File: config.mk
export PLATFORM = sky130hd
export DESIGN_NAME = lane_fsm_monitor
export DESIGN_NICKNAME = d
export VERILOG_FILES = /design/src/rtl/lane_fsm_pkg.sv /design/src/rtl/sat_counter.sv /design/src/rtl/lane_fsm_monitor.sv
export SDC_FILE = /design/constraint.sdc
export NUM_CORES = 1
export LEC_CHECK = 0
export ABC_AREA = 1
export CAP_MARGIN = 10
export CORE_MARGIN = 5
export CORE_UTILIZATION = 45
export DETAILED_ROUTE_END_ITERATION = 6
export MAX_ROUTING_LAYER = met4
export PLACE_DENSITY_LB_ADDON = 0.25
export SYNTH_ARGS = -nofsm -noshare
export SYNTH_HDL_FRONTEND = slang
export SYNTH_SLANG_ARGS = --single-unit
File: constraint.sdc
create_clock -name clk_i -period 3.26 [get_ports clk_i]
set_clock_uncertainty 0.15 [all_clocks]
set_input_delay 0.815 -clock clk_i [delete_from_list [all_inputs] [get_ports clk_i]]
set_output_delay 0.815 -clock clk_i [all_outputs]
set_load 0.02 [all_outputs]
File: src/rtl/lane_fsm_pkg.sv
// lane_fsm_pkg: lane state codes shared with the lane FSM, successor function and monitor states.
package lane_fsm_pkg;
  localparam int IO_SIZE_G = 3;
  typedef enum logic [IO_SIZE_G-1:0] {
    IDLE  = 3'd0,
    S1_A  = 3'd1,
    S1_B  = 3'd2,
    S1_C  = 3'd3,
    S2_A  = 3'd4,
    S2_B  = 3'd5,
    S2_C  = 3'd6,
    ERROR = 3'd7
  } lane_state_t;
  typedef enum logic [1:0] {UNLOCKED, ACQUIRE, LOCKED, CORRECT} mon_state_t;
  function automatic lane_state_t next_state(input lane_state_t s);
    case (s)
      IDLE:    return S1_A;
      S1_A:    return S1_B;
      S1_B:    return S1_C;
      S1_C:    return S2_A;
      S2_A:    return S2_B;
      S2_B:    return S2_C;
      S2_C:    return IDLE;
      ERROR:   return IDLE;
      default: return ERROR;
    endcase
  endfunction
endpackage

File: src/rtl/sat_counter.sv
// sat_counter: saturating up-counter with synchronous clear that wins over increment.
module sat_counter #(
  parameter int CNT_WIDTH_G = 16
) (
  input  logic                   clk_i,
  input  logic                   rst_n_i,
  input  logic                   inc_i,
  input  logic                   clr_i,
  output logic [CNT_WIDTH_G-1:0] cnt_o
);
  always_ff @(posedge clk_i or negedge rst_n_i)
    if (!rst_n_i) cnt_o <= '0;
    else if (clr_i) cnt_o <= '0;
    else if (inc_i && !(&cnt_o)) cnt_o <= cnt_o + 1'b1;
endmodule

File: src/rtl/lane_fsm_monitor.sv
// lane_fsm_monitor: tracks a lane state code stream, flags illegal successors,
// requests correction from the lane FSM and keeps saturating statistics.
module lane_fsm_monitor
  import lane_fsm_pkg::*;
#(
  parameter int CNT_WIDTH_G      = 16,
  parameter int CORRECT_CYCLES_G = 4,
  parameter int RESYNC_MATCHES_G = 2
) (
  input  logic                   clk_i,
  input  logic                   rst_n_i,
  input  logic                   valid_i,
  input  logic [IO_SIZE_G-1:0]   data_i,
  input  logic                   clear_cnt_i,
  output logic                   correct_o,
  output logic                   locked_o,
  output logic                   mismatch_o,
  output logic [CNT_WIDTH_G-1:0] mismatch_cnt_o,
  output logic [CNT_WIDTH_G-1:0] error_cnt_o,
  output logic [CNT_WIDTH_G-1:0] loop_cnt_o
);
  localparam int RW = $clog2(RESYNC_MATCHES_G + 1);
  localparam int TW = $clog2(CORRECT_CYCLES_G + 1);
  mon_state_t  state_q, state_d;
  lane_state_t prev_q, prev_d, data;
  logic [RW-1:0] run_q, run_d;
  logic [TW-1:0] timer_q, timer_d;
  logic correct_d, locked_d, mismatch_d, hit, mis_inc, loop_inc, err_inc;
  always_comb begin
    data       = lane_state_t'(data_i);
    hit        = data == next_state(prev_q);
    state_d    = state_q;
    prev_d     = valid_i ? data : prev_q;
    run_d      = run_q;
    timer_d    = timer_q;
    correct_d  = correct_o;
    locked_d   = locked_o;
    mismatch_d = 1'b0;
    mis_inc    = 1'b0;
    loop_inc   = 1'b0;
    err_inc    = valid_i && data == ERROR;
    case (state_q)
      UNLOCKED: if (valid_i) begin
        run_d   = '0;
        state_d = ACQUIRE;
      end
      ACQUIRE: if (valid_i) begin
        run_d = hit ? run_q + 1'b1 : '0;
        if (hit && run_q + 1'b1 == RW'(RESYNC_MATCHES_G)) begin
          state_d  = LOCKED;
          locked_d = 1'b1;
        end
      end
      LOCKED: if (valid_i) begin
        if (!hit) begin
          mismatch_d = 1'b1;
          mis_inc    = 1'b1;
          locked_d   = 1'b0;
          correct_d  = 1'b1;
          timer_d    = TW'(CORRECT_CYCLES_G);
          state_d    = CORRECT;
        end else loop_inc = prev_q == S2_C;
      end
      CORRECT: begin
        // timer is loaded with the hold length, so the request drops as it leaves 1
        if (timer_q <= TW'(1)) begin
          correct_d = 1'b0;
          run_d     = '0;
          state_d   = ACQUIRE;
        end else timer_d = timer_q - 1'b1;
      end
      default: state_d = UNLOCKED;
    endcase
  end
  always_ff @(posedge clk_i or negedge rst_n_i)
    if (!rst_n_i) begin
      state_q    <= UNLOCKED;
      prev_q     <= IDLE;
      run_q      <= '0;
      timer_q    <= '0;
      correct_o  <= 1'b0;
      locked_o   <= 1'b0;
      mismatch_o <= 1'b0;
    end else begin
      state_q    <= state_d;
      prev_q     <= prev_d;
      run_q      <= run_d;
      timer_q    <= timer_d;
      correct_o  <= correct_d;
      locked_o   <= locked_d;
      mismatch_o <= mismatch_d;
    end
  sat_counter #(.CNT_WIDTH_G(CNT_WIDTH_G)) u_mis_cnt (
    .clk_i(clk_i), .rst_n_i(rst_n_i), .inc_i(mis_inc), .clr_i(clear_cnt_i), .cnt_o(mismatch_cnt_o)
  );
  sat_counter #(.CNT_WIDTH_G(CNT_WIDTH_G)) u_err_cnt (
    .clk_i(clk_i), .rst_n_i(rst_n_i), .inc_i(err_inc), .clr_i(clear_cnt_i), .cnt_o(error_cnt_o)
  );
  sat_counter #(.CNT_WIDTH_G(CNT_WIDTH_G)) u_loop_cnt (
    .clk_i(clk_i), .rst_n_i(rst_n_i), .inc_i(loop_inc), .clr_i(clear_cnt_i), .cnt_o(loop_cnt_o)
  );
endmodule

## Word level (Yosys, flattened, before mapping)

Memory sizes are Yosys's and may differ from the RTL's.
Cells that the tools add are included.

- Bits in read-only memories: 24
- Input port bits: 7
- RAM bits: 0
- Bits in latches: 0
- Memories kept: 1
- Register bits: 61

Memories:

| memory | words | width | rd ports | clocked after Yosys merged registers in | wr ports | line | source |
|---|---|---|---|---|---|---|---|
| (no name shown) | 8 | 3 | 1 | 0 | 0 | lane_fsm_pkg.sv:16 | `case (s)` |

- Add/subtract/negate cells: 5
- $mul: 0
- Bitwise gates (word level): 0
- Multiplexer cells: 37
- Equality and inequality tests: 14
- Reductions and logical operators: 23
- Order comparisons: 1
- Divide/modulo/power cells: 0
- Shifts and indexed selects: 0

Operator list:

| cell | count |
|---|---|
| 16-bit two-way mux | 6 |
| 16-bit by 1-bit adder with 16-bit output (second input constant) | 3 |
| 16-bit AND reduction | 3 |
| 2-bit two-way mux | 10 |
| 2-bit inequality test (second input constant) | 7 |
| 1-bit two-way mux | 13 |
| 4-bit AND reduction | 3 |
| 2-bit nonzero test | 5 |
| 3-bit two-way mux | 3 |
| 2-bit one-hot mux with 4 select lines | 1 |
| 2-bit equality test (second input constant) | 3 |
| 3-bit equality test (second input constant) | 2 |
| 2-bit one-hot mux with 3 select lines | 1 |
| 3-bit one-hot mux with 2 select lines | 1 |
| 6-bit AND reduction | 1 |
| 1-bit logical AND | 5 |
| 5-bit AND reduction | 1 |
| 1-bit one-hot mux with 2 select lines | 2 |
| 3-bit equality test | 1 |
| 3-bit by 1-bit less-or-equal comparator with 1-bit output (second input constant) | 1 |
| 1-bit logical NOT | 3 |
| 3-bit nonzero test | 1 |
| 3-bit by 1-bit subtractor with 3-bit output (second input constant) | 1 |
| 2-bit by 1-bit adder with 2-bit output (second input constant) | 1 |
| other kinds (2) | 2 |

## Logic depth before layout (Yosys ltp)

Gate-level depths: netlist of run 1.
An unclocked memory read counts as a cell.

- Depth after elaboration: 8
- Mapped depth: 13
- Gate-level depth less buffers: 13

## Hierarchy

A second synthesis of run 1 with hierarchy kept.

- Cells, all modules: 562
- Area, all modules: 3996.3 sq um

Modules (own cells, without submodules):

| module | instances | sequential area each (sq um) | area each (sq um) | cells an instance |
|---|---|---|---|---|
| sat_counter | 3 | 400.4 | 1007.2 | 146 |
| lane_fsm_monitor | 1 | 325.3 | 974.7 | 124 |

## Worst setup path after synthesis of run 1

OpenSTA, ideal clock, no wires.

- Kind: input-to-reg
- Start point: input port clear_cnt_i
- End point: register u_mis_cnt.cnt_o[0]
- Arrival time: 1.846 ns
- Stages: 6
- Data required time: 3.044 ns
- Slack: 1.198 ns
- Cell sequence: buf_2 > inv_1 > clkbuf_1 > clkbuf_1 > nand4_1 > nand2_1

- Cells in the longest elaborated chain, start to end: 1
- Elaborated cells between the ends (all ways): 2
- Those cells by class: 1 x mux; 1 x reduce/logical

RTL lines:

| what | line | source |
|---|---|---|
| start: declaration | lane_fsm_monitor.sv:14 | `input logic clear_cnt_i,` |
| 16-bit two-way mux or 2-bit nonzero test (tied branches) | - |  |
| end signal: assignment | sat_counter.sv:14 | `else if (inc_i && !(&cnt_o)) cnt_o <= cnt_o + 1'b1;` |
| end: declaration | sat_counter.sv:9 | `output logic [CNT_WIDTH_G-1:0] cnt_o` |

Several ways; a longest one is shown, not always the timed one.
A chain may end at the register's enable or synchronous reset.

## Worst setup path after layout of run 1

- Start point: register u_err_cnt.cnt_o[12]
- End point: output port error_cnt_o[12]

RTL lines:

| what | line | source |
|---|---|---|
| start: declaration | sat_counter.sv:9 |  |
| start signal: assignment | sat_counter.sv:14 |  |
| end: declaration | lane_fsm_monitor.sv:19 | `output logic [CNT_WIDTH_G-1:0] error_cnt_o,` |

No word-level cell between the ends.

==> results of run 1 <==
-- cells by family (layout without fill, tap and decap cells) --
group,Yosys count,in the layout
AOI/OAI and AO/OA,17,17
xor gates and xnor gates,33,33
adders and majority gates,15,15
and+or+nand+nor,353,353
buffers and inverters,67,132
DFF,61,61
-- final cells by class --
type	instances	area, um2
clock buffers	12	155.1
clock inverters	4	70.07
fillers	799	3819
inverters	53	198.9
multi-input cells	418	2206
flip-flops and latches	61	1526
well taps	108	135.1
repair buffers	63	610.6
-- how the worst max path moves through the flow --
| stage | startpoint | to | depth (start not counted) |
|---|---|---|---|
| after floorplan | clear_cnt_i | u_mis_cnt.cnt_o[0] | 6 |
| after global placement | data_i[2] | u_mis_cnt.cnt_o[4] | 9 |
| after detailed placement | data_i[2] | u_mis_cnt.cnt_o[9] | 9 |
| after CTS | u_err_cnt.cnt_o[12] | error_cnt_o[12] | 1 |
| after global routing | u_mis_cnt.cnt_o[0] | u_mis_cnt.cnt_o[14] | 8 |
| final | u_err_cnt.cnt_o[12] | error_cnt_o[12] | 1 |
-- worst register-to-register path, delay by kind of cell (launching register included) --
| family | cells | cell delay (ns) |
|---|---|---|
| simple gates | 7 | 1.36 |
| flops | 1 | 0.45 |
| fa+ha+maj | 1 | 0.23 |
-- per-layer routing --
metal  global-route usage  up-vias  part of all wire
met5                    -        -                 0
met4              0.06938        0             0.013
met3              0.03206       10             0.037
met2               0.2914       63              0.48
met1               0.2366     1719              0.47
li1                     -     1872                 -
-- stage by stage --
step | instances | worst slack, ns
2_1_floorplan | 546 | 1.198
3_3_place_gp | 703 | 0.6310
3_5_place_dp | 703 | 0.5870
4_1_cts | 719 | 0.7746
5_1_grt | 719 | 0.6491
6_report | 719 | 0.7947
-- flip-flops by register name, indices dropped and copies added, names as in the netlist --
signal	count
prev_q	3
state_q	2
locked_o	1
u_mis_cnt.cnt_o	16
u_loop_cnt.cnt_o	16
u_err_cnt.cnt_o	16
run_q	2
mismatch_o	1
correct_o	1
timer_q	3
-- synth_stat cells, drive strengths merged --
master / n
a21oi: 1
and2: 1
and3: 1
buf: 8
clkbuf: 6
dfrtp: 61
ha: 15
inv: 53
nand2: 184
nand3: 53
nand3b: 10
nand4: 27
nor2: 57
nor3: 16
nor3b: 1
o21ai: 16
or2: 3
xnor2: 2
xor2: 31
-- power by group through the flow --
stage	registers (uW)	logic [uW]	clock network, uW
floorplan	901	354	0
global placement	887	496	0
detailed placement	890	514	0
CTS	876	518	796
global route	889	598	824
finish	877	508	778
==> reports/qor.tcl, run 1 <==
set qor(power_frac_seq) 0.405
set qor(synth_top_area_share) 0.3796
set qor(worstPathArrival_ns) 1.50
set qor(cts_root_buf) {clkbuf_8}
set qor(holdCritPathClass) {input pin to async pin}
set qor(postSynthAreaPerCell_um2) 7.365
set qor(starting_utilization_of_the_core_area) 0.4611
set qor(final_nets) 628
set qor(drt_pass1_iterations) 5
set qor(postCtsHoldBufs) 0
set qor(postLayoutCellArea_mm2) 0.004902
set qor(final_design_utilization) 0.5621
set qor(number_of_global_route_vias_before_repair) 3569
set qor(drtIter0Drc) 187
set qor(crit_path_max_incr_delay_ns) 0.67
set qor(fin_crit_sh) 0.7562
set qor(timing.max_slew.rel_slack) 0.5886
set qor(fp.dieW_um) 104.5
set qor(syn_inst) 546
set qor(yosys.area_share.adder) 0.04667
set qor(final_critical_period_ns) 2.465
set qor(most-common-layout-cells) {nand2_1 (178), dfrtp_1 (61), clkdlybuf4s50_1 (56)}
set qor(timing.critical_path.to_type) {primary output}
set qor(muxShareOfSynthArea) 0
set qor(clock_path_buffers) 2
set qor(ff2ff_setup_slack_ns) 0.95
set qor(clkPwrFrac) 0.360
set qor(avgRoutedWirePerCell_um) 12.90
set qor(routed-via-count) 3664
set qor(synth_compound_gate_area_share) 0.02209
set qor(antenna_violating_nets_post_route) 0
set qor(critPathTopFamily) {buffers and inverters}
set qor(routabilityCongestion) 0.9195
set qor(final-hold-violation-count) 0
set qor(routed_wirelength_um) 9273
set qor(crit-reg2reg-capture) {u_mis_cnt.cnt_o[15]}
set qor(die_area_mm2) 0.01093
set qor(critical_path.cell_chain) {clkdlybuf4s50_1}
set qor(chipHeight_um) 104.5
set qor(post_synthesis_share_of_cell_area_spent_on_xor_and_xnor_gates) 0.07187
set qor(cpMaxStageDelayCell) {clkdlybuf4s50_1}
set qor(grtUsageTotal) 0.1841
set qor(synth_top_family_by_area) {simple AND/OR/NAND/NOR gates}
set qor(grt_start_max_net_pins) 39
set qor(timing.final.max_slew_violations) 0
set qor(clock_latency_ns) 0.34
set qor(syn_nets) 568
set qor(vias_per_cell) 5.096
set qor(synth.ff_latch_count) 61
set qor(vdd_ir_drop_max_uv) 308.7
set qor(core_area_mm2) 0.008721
set qor(timing.critical_path.required_ns) 2.29
set qor(detailedPlacementHpwl_um) 6803
set qor(synth_top_cell_by_area) {dfrtp_1}
set qor(p_switching_uw) 692.6
set qor(p_comb_frac) 0.235
set qor(setup_violations) 0
set qor(fin_setup_tns_ns) 0
set qor(antenna_found_initial) 0
set qor(grt_pass1_wl_um) 16610
set qor(io_pins) 58
set qor(insertedDiodeCount) 0
set qor(worst_setup_hold_path_clk_slew_ns) 0.07
set qor(grt_setup_unrepaired) {no}
set qor(worstPathMaxFanout) 7
set qor(warnings_from_yosys) 0
set qor(dpl-instance-area_mm2) 0.004677
set qor(cts-resized-gates) 0
set qor(post_synth_main_area_contributors) {dfrtp_1 (38%), nand2_1 (17%), xor2_1 (6.8%), nand3_1 (6.2%), nor2_1 (5.0%)}
set qor(cts_post_setup_buffers_inserted) 0
set qor(simple_gate_area_share_of_the_yosys_netlist) 0.4079
set qor(flow.area_growth_from_synthesis_pct) 21.90
set qor(final_layout_size_suffix_gt1_frac) 0.07529
set qor(globalRouteOverflowTotal) 0
set qor(leakagePower_uw) 0.002384
set qor(maximum_clock_frequency_mhz) 405.6
set qor(syn_area_mm2) 0.004021
set qor(timing.critical_path.from_type) {flip-flop}
set qor(cts-buffers-inserted) 9
set qor(reg2reg_depth) 8
set qor(synth_seq_area_share) 0.3796
set qor(cell_internal_pwr_uw) 1471
set qor(io_buffers) 57
set qor(synth_cell_type_count) 31
set qor(worst-path-buf-inv) 1
set qor(reg2reg_from) {u_mis_cnt.cnt_o[0]}
set qor(fin_worst_hold_slack_ns) 0.3086
set qor(drc_errors) 0
set qor(critical_path_class) {flip-flop to primary output}
set qor(clock_tree_from_tritoncts) {built}
set qor(ctsHtreeMaxLevel) 3
set qor(most_common_library_cell_in_the_layout_ignoring_fill_and_taps) {nand2_1}
set qor(maxCapViolCount) 0
set qor(tightestPinTransition_ns) 0.6123
set qor(status) {complete, no violations}
set qor(power-per-cell-area_mw_per_mm2) 441.4
set qor(row_count) 34
set qor(clock_sink_count) 61
set qor(switching_share) 0.3201
set qor(p_total_uw) 2164
Note: power is estimated with default switching activity, not from simulation.
==> inputs of run 2 (changes only) <==
Clock period 3.26 ns to 2.2 ns, I/O delays scaled along.
==> reports/qor.tcl, run 2 (synthesis gave the netlist of run 1 again) <==
set qor(status) {complete, no violations}
set qor(io_buffers) 57
set qor(timing.critical_path.required_ns) 1.50
set qor(ff2ff_setup_slack_ns) 0.15
set qor(fp.dieW_um) 104.5
set qor(routed-via-count) 3734
set qor(row_count) 34
set qor(vdd_ir_drop_max_uv) 495.1
set qor(reg2reg_depth) 12
set qor(critPathTopFamily) {buffers and inverters}
set qor(antenna_found_initial) 0
set qor(grt_start_max_net_pins) 62
set qor(starting_utilization_of_the_core_area) 0.4611
set qor(reg2reg_from) {prev_q[0]}
set qor(vias_per_cell) 5.087
set qor(worst-path-buf-inv) 1
set qor(avgRoutedWirePerCell_um) 12.71
set qor(leakagePower_uw) 0.002511
set qor(routed_wirelength_um) 9329
set qor(worstPathArrival_ns) 1.47
set qor(number_of_global_route_vias_before_repair) 3605
set qor(grt_pass1_wl_um) 16310
set qor(insertedDiodeCount) 0
set qor(timing.final.max_slew_violations) 0
set qor(maximum_clock_frequency_mhz) 461.6
set qor(ctsHtreeMaxLevel) 3
set qor(final_layout_size_suffix_gt1_frac) 0.1006
set qor(flow.area_growth_from_synthesis_pct) 25.98
set qor(postCtsHoldBufs) 0
set qor(routabilityCongestion) 0.9157
set qor(timing.max_slew.rel_slack) 0.6784
set qor(crit_end) {error_cnt_o[11]}
set qor(drtIter0Drc) 172
set qor(detailedPlacementHpwl_um) 6761
set qor(clock_tree_from_tritoncts) {built}
set qor(clock_latency_ns) 0.34
set qor(clock_path_buffers) 2
set qor(antenna_violating_nets_post_route) 0
set qor(crit_path_max_incr_delay_ns) 0.67
set qor(final-hold-violation-count) 0
set qor(timing.critical_path.to_type) {primary output}
set qor(setup_violations) 0
set qor(globalRouteOverflowTotal) 0
set qor(cpMaxStageDelayCell) {clkdlybuf4s50_1}
set qor(fin_crit_sh) 0.9847
set qor(die_area_mm2) 0.01093
set qor(worst_setup_hold_path_clk_slew_ns) 0.07
set qor(drt_pass1_iterations) 5
set qor(crit_cells) 1
set qor(cts-buffers-inserted) 9
set qor(critical_path_class) {flip-flop to primary output}
set qor(holdCritPathClass) {input pin to async pin}
set qor(cp-startpoint) {u_err_cnt.cnt_o[11]}
set qor(tightestPinTransition_ns) 0.4787
set qor(crit-reg2reg-capture) {u_mis_cnt.cnt_o[10]}
set qor(grtUsageTotal) 0.1802
set qor(power-per-cell-area_mw_per_mm2) 622.3
set qor(io_pins) 58
set qor(core_area_mm2) 0.008721
set qor(count_of_filler_cells_inserted_in_the_layout) 783
set qor(drc_errors) 0
set qor(worstPathMaxFanout) 6
set qor(most_common_library_cell_in_the_layout_ignoring_fill_and_taps) {nand2_1}
set qor(fin_worst_hold_slack_ns) 0.05283
set qor(final_design_utilization) 0.5809
set qor(final_critical_period_ns) 2.166
set qor(registers_with_the_most_flip_flops) {u_err_cnt.cnt_o: 16 flops, u_loop_cnt.cnt_o: 16 flops, u_mis_cnt.cnt_o: 16 flops}
set qor(most-common-layout-cells) {nand2_1 (177), dfrtp_1 (61), nor2_1 (54), clkdlybuf4s50_1 (54)}
set qor(grt_setup_unrepaired) {no}
set qor(timing.critical_path.from_type) {flip-flop}
set qor(chipHeight_um) 104.5
set qor(final_nets) 645
set qor(critical_path.cell_chain) {clkdlybuf4s50_1}
set qor(cts_root_buf) {clkbuf_8}
set qor(clock_sink_count) 61
set qor(maxCapViolCount) 0
run 2: cell types whose count changed in the layout (fill, tap and decap cells not counted), sizes merged:
cell	change
clkinv	-2
clkbuf	+1
bufinv	-1
clkdlybuf4s50	-2
dlymetal6s2s	+2
buf	+17
run 2: timing repair:
action	4_1_cts	5_1_grt
endpoints found under the setup margin	0	18
setup buffers	0	2
gates resized for setup	0	4
run 2: layout make-up:
type                       instances  area, um2  area share
multi-input combinational        418       2213      0.4369
sequential                        61       1526      0.3013
timing repair buffer              80      793.3      0.1566
inverter                          53      198.9     0.03927
clock buffer                      13      168.9     0.03334
tap                              108      135.1     0.02667
clock inverter                     1      30.03    0.005927
run 2: how the worst min path moves through the flow:
stage | from | to | slack [ns] | cells after the start
2_1_floorplan | rst_n_i | correct_o | 0.10 | 0
3_3_place_gp | run_q[1] | run_q[1] | 0.31 | 2
3_5_place_dp | run_q[1] | run_q[1] | 0.32 | 2
4_1_cts | rst_n_i | u_loop_cnt.cnt_o[13] | 0.07 | 2
5_1_grt | rst_n_i | u_loop_cnt.cnt_o[10] | 0.07 | 2
6_report | rst_n_i | u_loop_cnt.cnt_o[10] | 0.05 | 2
run 2: power by group:
part	leakage (uW)	switching [uW]	internal, uW
Clock	0.000102	422	605
Combinational	0.00158	507	322
Sequential	0.000833	82.3	1210
run 2: through the flow:
step                setup slack, ns  instance area [um2]  std cells  TNS [ns]  power [uW]
floorplan                    0.2546                 4021        546         0        1860
global placement            -0.1586                 4840        718    -1.834        2106
detailed placement          -0.1728                 4840        718    -2.111        2135
CTS                         0.02939                 5039        732         0        3174
global route               0.003088                 5066        734         0        3349
finish                      0.03375                 5066        734         0        3153
run 2: metal layers:
layer | vias to the layer above | share of wire | track usage
li1 | 1895 | - | -
met1 | 1741 | 0.47 | 0.2297
met2 | 84 | 0.47 | 0.2910
met3 | 14 | 0.042 | 0.02959
met4 | 0 | 0.016 | 0.06290
met5 | - | 0 | -
